**src/rtl/ahb_xfer_pkg.sv**
```systemverilog
// Shared encodings and routing helper for the AHB-Lite USB endpoint transfer controller.
package ahb_xfer_pkg;
  localparam logic [2:0] S_IDLE = 3'd0;
  localparam logic [2:0] S_REG  = 3'd1;
  localparam logic [2:0] S_BUF  = 3'd2;
  localparam logic [2:0] S_ERR1 = 3'd3;
  localparam logic [2:0] S_ERR2 = 3'd4;

  localparam logic [1:0] HTRANS_IDLE   = 2'b00;
  localparam logic [1:0] HTRANS_BUSY   = 2'b01;
  localparam logic [1:0] HTRANS_NONSEQ = 2'b10;
  localparam logic [1:0] HTRANS_SEQ    = 2'b11;

  localparam logic [1:0] HSIZE_BYTE = 2'd0;
  localparam logic [1:0] HSIZE_HALF = 2'd1;
  localparam logic [1:0] HSIZE_WORD = 2'd2;
  localparam logic [1:0] HSIZE_ILL  = 2'd3;

  localparam logic [6:0] BUF_BASE = 7'h00;
  localparam logic [6:0] REG_BASE = 7'h40;

  // Register window takes everything (the decoder flags bad sizes); the buffer needs natural alignment.
  function automatic logic [2:0] route_state(input logic [6:0] addr, input logic [1:0] size);
    logic aligned;
    aligned = (size == HSIZE_BYTE) ||
              (size == HSIZE_HALF && !addr[0]) ||
              (size == HSIZE_WORD && addr[1:0] == 2'b00);
    if ((addr & REG_BASE) == REG_BASE) return S_REG;
    if ((addr & REG_BASE) == BUF_BASE && aligned) return S_BUF;
    return S_ERR1;
  endfunction
endpackage

```
**src/rtl/xfer_byte_seq.sv**
```systemverilog
// Byte sequencer for buffer transfers: byte counter, lane and last-byte detect, optional
// stall timeout (enabled by AHB_XFER_TIMEOUT_EN).
module xfer_byte_seq #(
  parameter int TIMEOUT_CYCLES = 16
) (
  input  logic       clk,
  input  logic       rst,
  input  logic       start,
  input  logic       active,
  input  logic       xfer,
  input  logic [1:0] addr_lo,
  input  logic [1:0] size,
  output logic [1:0] lane,
  output logic       last,
  output logic       timeout
);
  logic [1:0] cnt;

  always_ff @(posedge clk or posedge rst) begin
    if (rst)                 cnt <= 2'd0;
    else if (start)          cnt <= 2'd0;
    else if (active && xfer) cnt <= last ? 2'd0 : cnt + 2'd1;
  end

  assign lane = addr_lo + cnt;

  always_comb begin
    case (size)
      2'd0:    last = 1'b1;
      2'd1:    last = cnt[0];
      default: last = (cnt == 2'd3);
    endcase
  end

`ifdef AHB_XFER_TIMEOUT_EN
  localparam int SW = $clog2(TIMEOUT_CYCLES) + 1;
  logic [SW-1:0] scnt;

  always_ff @(posedge clk or posedge rst) begin
    if (rst)                          scnt <= '0;
    else if (start || !active || xfer) scnt <= '0;
    else                              scnt <= scnt + 1'b1;
  end

  // Fires on the TIMEOUT_CYCLES-th consecutive stall cycle.
  assign timeout = active && !xfer && (scnt == SW'(TIMEOUT_CYCLES - 1));
`else
  assign timeout = 1'b0;
`endif
endmodule

```
**src/rtl/ahb_xfer_ctrl.sv**
```systemverilog
// AHB-Lite slave transfer controller routing to the endpoint byte buffer or register file.
// Optional buffer stall timeout is enabled by defining AHB_XFER_TIMEOUT_EN.
module ahb_xfer_ctrl
  import ahb_xfer_pkg::*;
#(
  parameter int TIMEOUT_CYCLES = 16
) (
  input  logic        clk,
  input  logic        rst,
  input  logic        hsel,
  input  logic [1:0]  htrans,
  input  logic [6:0]  haddr,
  input  logic [1:0]  hsize,
  input  logic        hwrite,
  input  logic [31:0] hwdata,
  output logic [31:0] hrdata,
  output logic        hready,
  output logic        hresp,
  output logic        reg_rd_en,
  output logic        reg_wr_en,
  output logic [6:0]  reg_addr,
  output logic [1:0]  reg_size,
  output logic [31:0] reg_wdata,
  input  logic [31:0] reg_rdata,
  input  logic        reg_err,
  output logic        buf_pop,
  input  logic [7:0]  buf_rdata,
  input  logic        buf_empty,
  output logic        buf_push,
  output logic [7:0]  buf_wdata,
  input  logic        buf_full
);
  logic [2:0]  state, nxt;
  logic [6:0]  a_addr;
  logic [1:0]  a_size;
  logic        a_write;
  logic [31:0] rdata_q;
  logic [1:0]  lane;
  logic        last, timeout, accept;

  assign accept    = hsel && htrans[1] && hready;
  assign reg_addr  = a_addr;
  assign reg_size  = a_size;
  assign reg_wdata = hwdata;
  assign buf_wdata = hwdata[{lane, 3'b000} +: 8];

  xfer_byte_seq #(.TIMEOUT_CYCLES(TIMEOUT_CYCLES)) u_seq (
    .clk     (clk),
    .rst     (rst),
    .start   (accept),
    .active  (state == S_BUF),
    .xfer    (buf_push || buf_pop),
    .addr_lo (a_addr[1:0]),
    .size    (a_size),
    .lane    (lane),
    .last    (last),
    .timeout (timeout)
  );

  always_comb begin
    hready    = 1'b1;
    hresp     = 1'b0;
    hrdata    = 32'h0;
    reg_rd_en = 1'b0;
    reg_wr_en = 1'b0;
    buf_push  = 1'b0;
    buf_pop   = 1'b0;
    case (state)
      S_REG: begin
        if (reg_err) hready = 1'b0;
        else begin
          reg_rd_en = !a_write;
          reg_wr_en = a_write;
          if (!a_write) hrdata = reg_rdata;
        end
      end
      S_BUF: begin
        buf_push = a_write && !buf_full;
        buf_pop  = !a_write && !buf_empty;
        hready   = (buf_push || buf_pop) && last;
        // Final read byte bypasses the register so it completes in its own cycle.
        if (!a_write)
          hrdata = rdata_q | (buf_pop ? (32'(buf_rdata) << {lane, 3'b000}) : 32'h0);
      end
      S_ERR1: begin
        hready = 1'b0;
        hresp  = 1'b1;
      end
      S_ERR2: hresp = 1'b1;
      default: ;
    endcase
  end

  always_comb begin
    nxt = state;
    if (hready)                       nxt = accept ? route_state(haddr, hsize) : S_IDLE;
    else if (state == S_REG)          nxt = S_ERR1;
    else if (state == S_BUF)          nxt = timeout ? S_ERR1 : S_BUF;
    else if (state == S_ERR1)         nxt = S_ERR2;
  end

  always_ff @(posedge clk or posedge rst) begin
    if (rst) begin
      state   <= S_IDLE;
      a_addr  <= 7'h0;
      a_size  <= 2'd0;
      a_write <= 1'b0;
      rdata_q <= 32'h0;
    end else begin
      state <= nxt;
      if (accept) begin
        a_addr  <= haddr;
        a_size  <= hsize;
        a_write <= hwrite;
        rdata_q <= 32'h0;
      end else if (buf_pop) begin
        rdata_q[{lane, 3'b000} +: 8] <= buf_rdata;
      end
    end
  end
endmodule

```
**config.mk**
```make
export PLATFORM = sky130hd
export DESIGN_NAME = ahb_xfer_ctrl
export DESIGN_NICKNAME = d
export VERILOG_FILES = /design/src/rtl/ahb_xfer_pkg.sv /design/src/rtl/xfer_byte_seq.sv /design/src/rtl/ahb_xfer_ctrl.sv
export SDC_FILE = /design/constraint.sdc
export NUM_CORES = 1
export LEC_CHECK = 0
export BUFFER_PORTS_ARGS = -buffer_cell sky130_fd_sc_hd__buf_2
export CORE_ASPECT_RATIO = 1.1
export CORE_MARGIN = 5
export CORE_UTILIZATION = 49
export DETAILED_ROUTE_END_ITERATION = 10
export GPL_TIMING_DRIVEN = 1
export PLACE_DENSITY = 0.91
export SLEW_MARGIN = 40
export SYNTH_ARGS = -nofsm -noshare
export SYNTH_HDL_FRONTEND = slang
export SYNTH_SLANG_ARGS = --single-unit
```
**constraint.sdc**
```tcl
create_clock -name clk -period 5.9 [get_ports clk]
set_input_delay 0.59 -clock clk [delete_from_list [all_inputs] [get_ports clk]]
set_output_delay 0.59 -clock clk [all_outputs]
set_load 0.02 [all_outputs]
```
=== After elaboration in Yosys (flattened, before gate mapping) ===
Index checks and enable logic that the tools add are counted.

* Bits in registers: 47
* Bits of input ports: 90
* Output and inout port bits: 87
* Word-level logic and storage cells: 82

* $add $sub $neg: 3
* Eq/ne operators: 8
* Shift operators: 4
* Mux-type cells: 35
* Bitwise gates (word level): 1
* Reductions and logical operators: 25

{| class="wikitable"
|+ Operator list
! cell !! number
|-
| 32-bit 2-to-1 mux || 6
|-
| 32-bit case mux with 2 select lines || 1
|-
| 32-bit bitwise mux || 1
|-
| 32-bit OR || 1
|-
| 8-bit by 7-bit variable shift with 32-bit output (first input constant) || 1
|-
| 32-bit by 6-bit variable part select with 8-bit output || 1
|-
| 8-bit by 7-bit variable part select with 32-bit output || 1
|-
| 8-bit by 5-bit left shift with 32-bit output || 1
|-
| 3-bit 2-to-1 mux || 9
|-
| 1-bit 2-to-1 mux || 13
|-
| 1-bit logical AND || 9
|-
| 7-bit zero test || 1
|-
| 5-bit negator with 7-bit output || 1
|-
| 3-bit by 2-bit equality test with 1-bit output (second input constant) || 2
|-
| 2-bit zero test || 3
|-
| 2-bit 2-to-1 mux || 3
|-
| 2-bit by 1-bit equality test with 1-bit output (second input constant) || 2
|-
| 2-bit equality test (second input constant) || 2
|-
| 1-bit zero test || 4
|-
| 1-bit logical OR || 4
|-
| 2-bit nonzero test || 2
|-
| 4-bit nonzero test || 1
|-
| 3-bit by 1-bit equality test with 1-bit output (second input constant) || 1
|-
| 3-bit equality test (second input constant) || 1
|-
| other kinds (5) || 5
|}

=== Logic depth before layout (Yosys ltp) ===
Gate-level depths: netlist of run 1.

* Depth after elaboration: 12
* Mapped depth: 11
* Depth with buffers taken out: 9

=== Hierarchy ===
From an unflattened synthesis of run 1, not the netlist that was laid out.

* Cells, all modules: 397
* Area, all modules: 3347.0 um^2

{| class="wikitable"
|+ Modules (own cells, without submodules)
! module !! instances !! cells each !! area each (um^2) !! sequential area each (um^2)
|-
| ahb_xfer_ctrl || 1 || 378 || 3165.5 || 1126.1
|-
| xfer_byte_seq || 1 || 19 || 181.4 || 50.0
|}

=== Worst setup path after synthesis of run 1 ===
OpenSTA, ideal clock, no wires.

* Kind: reg-to-output
* From: reg state[0]
* To: out hrdata[13]
* Arrival: 2.140 ns
* Required time: 5.310 ns
* Path slack: 3.170 ns
* Cell stages (with the launch flop): 8
* Buffers on the path: 3
* Cell sequence: dfrtp_1 > buf_4 > or3b_4 > nor3_1 > buf_2 > nand2_2 > clkbuf_1 > o21ai_0

* Cells in the longest elaborated chain, start to end: 2
* Elaborated cells on any way between the ends: 3
* Those cells by class: 2 x eq/ne; 1 x mux

{| class="wikitable"
|+ RTL lines
! element !! RTL line !! source
|-
| start, declared || ahb_xfer_ctrl.sv:33 || <nowiki>logic [2:0] state, nxt;</nowiki>
|-
| start signal, assigned || ahb_xfer_ctrl.sv:110 || <nowiki>state <= nxt;</nowiki>
|-
| 3-bit by 2-bit equality test with 1-bit output or 3-bit by 1-bit equality test with 1-bit output (tied branches) || ahb_xfer_ctrl.sv:68 || <nowiki>case (state)</nowiki>
|-
| 32-bit case mux with 2 select lines * || ahb_xfer_ctrl.sv:68 ||
|-
| end, declared || ahb_xfer_ctrl.sv:16 || <nowiki>output logic [31:0] hrdata,</nowiki>
|}

Mark *: on every way between the ends. The rest lies on a longest branch, timed or not.

=== Worst setup path after layout of run 1 ===
* From: reg u_seq.cnt[0]
* To: reg rdata_q[16]

* Cells in the longest elaborated chain, start to end: 6
* Elaborated cells on any way between the ends: 13
* Those cells by class: 2 x add/sub; 1 x eq/ne; 2 x shift; 5 x mux; 3 x reduce/logical

{| class="wikitable"
|+ RTL lines
! element !! RTL line !! source
|-
| start, declared || xfer_byte_seq.sv:17 || <nowiki>logic [1:0] cnt;</nowiki>
|-
| start signal, assigned || xfer_byte_seq.sv:22 || <nowiki>else if (active && xfer) cnt <= last ? 2'd0 : cnt + 2'd1;</nowiki>
|-
| 2-bit adder or 2-bit equality test (tied branches) || xfer_byte_seq.sv:25, xfer_byte_seq.sv:31 ||
|-
| 5-bit negator with 7-bit output or 1-bit case mux with 2 select lines (tied branches) || ahb_xfer_ctrl.sv:117, xfer_byte_seq.sv:28 ||
|-
| 8-bit by 7-bit variable part select with 32-bit output, or another cell as far along || ahb_xfer_ctrl.sv:117 || <nowiki>rdata_q[{lane, 3'b000} +: 8] <= buf_rdata;</nowiki>
|-
| 32-bit bitwise mux or 1-bit case mux with 3 select lines (tied branches) || ahb_xfer_ctrl.sv:117, ahb_xfer_ctrl.sv:68 ||
|-
| 32-bit 2-to-1 mux or 1-bit logical AND (tied branches) || ahb_xfer_ctrl.sv:116, ahb_xfer_ctrl.sv:41 ||
|-
| 32-bit 2-to-1 mux or 2-bit nonzero test (tied branches) || - ||
|-
| end signal, assigned by index || ahb_xfer_ctrl.sv:117 ||
|-
| end, declared || ahb_xfer_ctrl.sv:37 || <nowiki>logic [31:0] rdata_q;</nowiki>
|}

Parallel ways exist; a longest one is shown, timed or not. The select of a mux whose other input is x is not followed.
A chain may end at the register's enable or synchronous reset.

==> impl_metrics.csv, run 1 <==
group,metric,value,unit
global_route,gr-total-overflow,0,
pwr,peakVddDrop,0.319,mV
place,place_area,0.00393,sq mm
cts,clock_latency,0.31,ns
sta,worstMarginPinSlew,0.792,ns
drt,wl_per_cell,18.7,microns
layout,drive_gt1_share,44.1,%
drt,drc_errors,0,
critical_path,rr_worst_depth,7,
place,dp.cells,566,
die,ios,177,
drt,drtIter0Drc,305,
synthesis,synth-edff-count,0,
pwr,p_leak,1.99,nW
drt,vias,3476,
die,die_h,95.4,microns
critical_path,r2r-end,"rdata_q[16]",
sta,setup_viol,0,
cts,postCtsHoldBufs,0,
layout,diodes,0,
die,coreArea,0.00652,sq mm
synthesis,synth_cell_type_count,44,
global_route,grt_max_degree,52,
cts,ctsResizeCount,0,
place,port_buffers,175,
cts,cts_root_buf,"clkbuf_8",
global_route,grt_first_pass_wirelength,15900,microns
drt,ant_nets,0,
die,start_util,49.8,%
sta,relSlewSlack,47.1,%
sta,setup_ws,2.75,ns
sta,timing.final.crit_share,53.3,%
cts,clockBufferDepth,2,
cts,cts_setup_buffers,0,
synthesis,avgSynthCellArea,9.07,sq um
cts,clock-sinks,47,
cts,cts_tree,"built",
die,dieArea,0.00836,sq mm
job,maxCapViolCount,0,
synthesis,yosysWarnings,0,
layout,areaGrowthSynthToFinish,25.2,%
die,std_cell_rows,31,
sta,rsz0062_at_grt,"no",
sta,hold_viol,0,
drt,finalWirelength,10700,microns
critical_path,max_stage_delay,0.73,ns
layout,nNetsFinal,587,
drt,routed_via_density,6.06,
cts,htree_num_levels,2,
synthesis,yosys.area.top_type,"dfrtp_1",
global_route,grt_pass1_vias,3284,
synthesis,ys_top_cells_by_count,"nand2_1 (54), dfrtp_1 (47), buf_4 (33), o21ai_0 (33)",
pwr,power_per_cell_area,405,mW/mm^2
synthesis,synth.area.top_cells,"dfrtp_1 (36%), buf_4 (7.6%), a22oi_1 (7.4%), nand2_1 (6.2%), mux4_2 (5.5%)",
place,place.gp.congestion,0.949,
synthesis,netlist_instances,358,
synthesis,syn_nets,454,
critical_path,r2r_slack,2.75,ns
sta,finClkSkew,0.0109,ns
global_route,grt_usage,24.3,%
cts,clkTransAtPathRegs,0.10,ns
critical_path,rr_startpoint,"u_seq.cnt[0]",
sta,slew_violations,0,
cts,cts_made_buffers,5,
synthesis,async_reset_ff_share,100,%
place,post-place-ws,2.83,ns
sta,max_freq,0.318,GHz
synthesis,synth_seq_area_share,36.2,%
critical_path,path_max_fanout,22,
die,die_w,87.6,microns
synthesis,synth_top_flop_cell,"dfrtp_1",
critical_path,critPathLaunchType,"flip-flop",
critical_path,end_kind,"flip-flop",
place,dp_hpwl,8140,microns
layout,design_area,0.00407,sq mm
synthesis,ys_ff_latch,47,
sta,fin_setup_tns,0,ns
synthesis,syn-cell-area,0.00325,sq mm
synthesis,yosysMostFrequentCell,"nand2_1",
critical_path,crit_slowest_cell,"ha_2",
critical_path,worst-setup-path-type,"flip-flop to flip-flop",
drt,dr.pass1.iters,5,
critical_path,path_cells,"ha_2 > clkinv_1 > ha_1 > nand2b_1 > nor3b_1 > nand4_1 > a21oi_1",
critical_path,crit_path_start,"u_seq.cnt[0]",
critical_path,arrival,3.37,ns
global_route,antenna_found_initial,0,
critical_path,required,6.12,ns
layout,final_cell_count_no_fill,574,
hold_path,hold_class,"input pin to asynchronous set/reset pin",
pwr,p_total,1.65,mW
synthesis,synth_top_area_share,36.2,%
sta,min_period,3.15,ns
layout,fill_cells,559,
run_status,status,"complete, no violations",
## logic make-up (layout without fill, tap and decap cells)
logic type	after synthesis	after routing	synth area share, %
DFF	47	47	36.2
muxes	22	22	10.4
AOI/OAI and AO/OA	104	104	19.5
adders and majority gates	6	6	2.31
buffers and inverters	59	193	12.1
and+or+nand+nor	117	117	18.7
xor gates and xnor gates	3	3	0.809
## registers in the layout, indices dropped and copies added, names as in the netlist
name and flops:
a_write 1, rdata_q 32, reg_addr 7, reg_size 2
state 3, u_seq.cnt 2
## where the power goes
group / switching, mW / internal, mW / total [mW]
logic: 0.604 / 0.338 / 0.942
clock network: 0.113 / 0.169 / 0.282
registers: 0.0508 / 0.370 / 0.421
## layout make-up
| class | count | area [sq um] | share of cell area (%) |
|---|---|---|---|
| repair buffers | 181 | 936 | 23.0 |
| clock buffers | 5 | 68.8 | 1.69 |
| clock inverters | 3 | 67.6 | 1.66 |
| well taps | 82 | 103 | 2.52 |
| flip-flops and latches | 47 | 1180 | 28.9 |
| multi-input cells | 252 | 1700 | 41.8 |
| inverters | 4 | 17.5 | 0.431 |
## worst max-delay path: cells and delay by family, from the launching register on
| family | cells | cell delay [ns] |
|---|---|---|
| adder cells (fa/ha/maj) | 2 | 1.09 |
| AND/OR/NAND/NOR | 3 | 0.89 |
| buffers and inverters | 1 | 0.45 |
| flip-flops | 1 | 0.44 |
| AO/OA/AOI/OAI | 1 | 0.19 |
## worst max-delay path by stage
stage / slack, ns / end / depth (start not counted)
global route: 2.49 / rdata_q[28] / 7
global placement: 2.55 / rdata_q[28] / 7
CTS: 2.79 / rdata_q[19] / 7
floorplan: 3.17 / hrdata[13] / 7
finish: 2.75 / rdata_q[16] / 7
detailed placement: 2.83 / rdata_q[19] / 7
## routing by layer
layer	part of all wire (%)	track usage (%)	up-vias
li1	-	-	1555
met1	36	29.1	1666
met2	49	40.8	226
met3	12	7.17	29
met4	2.6	9.46	0
met5	0	0	-
## cell usage in the layout (no fill, tap or decap), types with 2 or more instances in the layout
cell type | synthesis | routed
buf_2 | 4 | 175
nand2_1 | 54 | 54
dfrtp_1 | 47 | 47
o21ai_0 | 33 | 33
a21oi_1 | 32 | 32
a22oi_1 | 32 | 32
nand4_1 | 24 | 24
nor2_1 | 11 | 11
mux2_2 | 10 | 10
mux4_2 | 8 | 8
or3_1 | 6 | 6
ha_1 | 6 | 5
clkbuf_8 | 3 | 5
buf_4 | 33 | 4
nor2b_1 | 3 | 3
nand2b_1 | 3 | 3
nor3b_1 | 3 | 3
and3_1 | 3 | 3
mux2i_1 | 3 | 3
inv_1 | 3 | 2
xnor2_1 | 2 | 2
bufinv_16 | 0 | 2
buf_8 | 1 | 2
## per-stage QoR
step	utilization, %	hold slack (ns)
3_5_place_dp	60.3	0.499
2_1_floorplan	-	0.490
5_1_grt	62.4	0.395
3_3_place_gp	59.8	0.486
6_report	62.4	0.346
4_1_cts	62.4	0.369
Note: power is estimated with default switching activity, not from simulation.
==> run 2, diff against run 1 <==
--- a/config.mk
+++ b/config.mk
@@ -5,13 +5,14 @@
 export SDC_FILE = /design/constraint.sdc
 export NUM_CORES = 1
 export LEC_CHECK = 0
+export ABC_AREA = 1
 export BUFFER_PORTS_ARGS = -buffer_cell sky130_fd_sc_hd__buf_2
 export CORE_ASPECT_RATIO = 1.1
 export CORE_MARGIN = 5
-export CORE_UTILIZATION = 49
+export CORE_UTILIZATION = 44
 export DETAILED_ROUTE_END_ITERATION = 10
 export GPL_TIMING_DRIVEN = 1
-export PLACE_DENSITY = 0.91
+export PLACE_DENSITY = 0.82
 export SLEW_MARGIN = 40
 export SYNTH_ARGS = -nofsm -noshare
 export SYNTH_HDL_FRONTEND = slang
==> constraint.sdc (replaced) <==
create_clock -name clk -period 2.65 [get_ports clk]
set_input_delay 0.265 -clock clk [delete_from_list [all_inputs] [get_ports clk]]
set_output_delay 0.265 -clock clk [all_outputs]
set_load 0.02 [all_outputs]
==> impl_metrics.csv, run 2 <==
group,metric,value,unit
run_status,status,"complete, no violations",
sta,worstMarginPinSlew,0.539,ns
sta,setup_viol,0,
synthesis,synth_top_flop_cell,"dfrtp_1",
pwr,p_leak,2.98,nW
layout,drive_gt1_share,27.8,%
layout,final_common_cell,"nand2_1",
die,coreArea,0.00883,sq mm
cts,cts_root_buf,"clkbuf_8",
cts,clkTransAtPathRegs,0.08,ns
synthesis,async_reset_ff_share,100,%
critical_path,end_kind,"output port",
cts,cts_setup_buffers,0,
synthesis,synth_cell_type_count,28,
synthesis,syn_nets,749,
drt,dr.pass1.iters,5,
global_route,grt_first_pass_wirelength,18200,microns
layout,areaGrowthSynthToFinish,21.3,%
drt,drc_errors,0,
sta,max_freq,0.399,GHz
global_route,grt_usage,20.2,%
sta,finClkSkew,0.00562,ns
synthesis,yosysWarnings,0,
layout,fin_util,54.6,%
layout,layout_common_cells,"nand2_1 (265), buf_2 (175), inv_1 (91), dfrtp_1 (47), nand3_1 (46)",
synthesis,ys_ff_latch,47,
pwr,peakVddDrop,0.405,mV
sta,setup_ws,0.144,ns
place,place.gp.congestion,0.892,
global_route,antenna_found_initial,0,
layout,largest_register,"rdata_q",
synthesis,avgSynthCellArea,6.09,sq um
die,dieArea,0.0110,sq mm
cts,postCtsHoldBufs,1,
die,std_cell_rows,36,
critical_path,path_max_fanout,18,
drt,finalWirelength,11300,microns
global_route,grt_max_degree,36,
synthesis,netlist_instances,653,
sta,timing.final.crit_share,94.6,%
die,start_util,45.0,%
critical_path,arrival,2.24,ns
cts,clock-sinks,47,
critical_path,required,2.38,ns
sta,slew_violations,0,
drt,routed_via_density,4.79,
cts,ctsResizeCount,0,
critical_path,worst-setup-path-type,"flip-flop to output port",
cts,cts_tree,"built",
sta,relSlewSlack,64.0,%
drt,drtIter0Drc,346,
synthesis,syn-cell-area,0.00398,sq mm
sta,min_period,2.51,ns
sta,fin_setup_tns,0,ns
critical_path,critPathLaunchType,"flip-flop",
layout,nNetsFinal,885,
global_route,grt_pass1_vias,3949,
hold_path,hold_class,"input pin to flip-flop",
drt,ant_nets,0,
cts,cts_made_buffers,5,
synthesis,synth_top_area_share,29.6,%
pwr,p_total,2.93,mW
layout,fill_cells,917,
place,port_buffers,175,
drt,wl_per_cell,12.5,microns
synthesis,synth.area.top_cells,"dfrtp_1 (30%), nand2_1 (25%), inv_1 (8.7%), buf_4 (6.2%), nand3_1 (5.8%)",
cts,clock_latency,0.30,ns
synthesis,synth-edff-count,0,
synthesis,synth_seq_area_share,29.6,%
layout,diodes,0,
place,dp_hpwl,8690,microns
global_route,gr-total-overflow,0,
die,ios,177,
layout,largest_reg_flops,32,
synthesis,ys_top_cells_by_count,"nand2_1 (265), inv_1 (92), dfrtp_1 (47), nand3_1 (46)",
cts,clockBufferDepth,2,
die,die_h,110,microns
synthesis,yosys.area.top_type,"dfrtp_1",
place,post-place-ws,0.381,ns
sta,hold_viol,0,
cts,htree_num_levels,2,
die,die_w,101,microns
job,maxCapViolCount,0,
drt,vias,4332,
synthesis,yosysMostFrequentCell,"nand2_1",
sta,rsz0062_at_grt,"no",
pwr,power_per_cell_area,609,mW/mm^2
## run 2: changes by cell type after synthesis, moves of 22 or more
| cell | delta |
|---|---|
| nand3_1 | +45 |
| nand2_1 | +211 |
| nor2_1 | +22 |
| inv_1 | +89 |
| nand4_1 | -24 |
| a22oi_1 | -32 |
## run 2: path summary, 6_finish.rpt
path / start / endpoint / slack [ns] / depth (start not counted)
min in group asynchronous: rst / rdata_q[6] / 0.54 / 3
worst max register to register: reg_addr[0] / rdata_q[2] / 0.33 / 13
worst min-delay path: haddr[3] / reg_addr[3] / 0.19 / 3
worst max-delay path: reg_addr[0] / hrdata[24] / 0.14 / 11
worst min register to register: reg_addr[5] / reg_addr[5] / 0.48 / 2
max in group asynchronous: rst / state[1] / 1.35 / 4
## run 2: cell type report
cell class | instances | area, sq um | area share [%]
clock buffers | 7 | 76.3 | 1.58
clock inverters | 1 | 5.00 | 0.104
inverters | 95 | 359 | 7.45
multi-input cells | 448 | 2060 | 42.7
flip-flops and latches | 47 | 1180 | 24.4
well taps | 114 | 143 | 2.96
repair buffers | 192 | 1010 | 20.9
## run 2: power breakdown
part | switching (mW) | internal, mW
Combinational | 1.12 | 0.550
Sequential | 0.0528 | 0.785
Clock | 0.242 | 0.186
Total | 1.41 | 1.52
## run 2: per-layer routing
metal / wire [microns] / GRT usage, % / vias up
met1: 4820 / 26.9 / 1936
met5: 0 / 0 / -
met4: 164 / 4.62 / 0
met2: 5370 / 33.8 / 156
met3: 918 / 3.81 / 14
li1: - / - / 2226
## run 2: kinds of logic after synthesis
logic type	count (synthesis)	synth area share (%)
and+or+nand+nor	364	37.8
buffers and inverters	158	18.9
AOI/OAI and AO/OA	70	9.82
DFF	47	29.6
muxes	8	2.01
adders and majority gates	6	1.89
## run 2: critical path, cell delays in order, from the launching register on
cell	delay [ns]
dfrtp_1	0.41
ha_1	0.22
inv_1	0.05
nand2_1	0.06
nand3_1	0.08
nand2_1	0.08
buf_4	0.20
buf_4	0.22
o21ai_0	0.30
nand2_1	0.09
nand2_1	0.07
buf_2	0.15
## run 2: through the flow
stage	cell area [sq um]	std cells	hold WS (ns)
4_1_cts	4820	904	0.185
3_3_place_gp	4730	895	0.311
6_report	4820	904	0.187
2_1_floorplan	3980	653	0.410
5_1_grt	4820	904	0.197
3_5_place_dp	4730	895	0.318
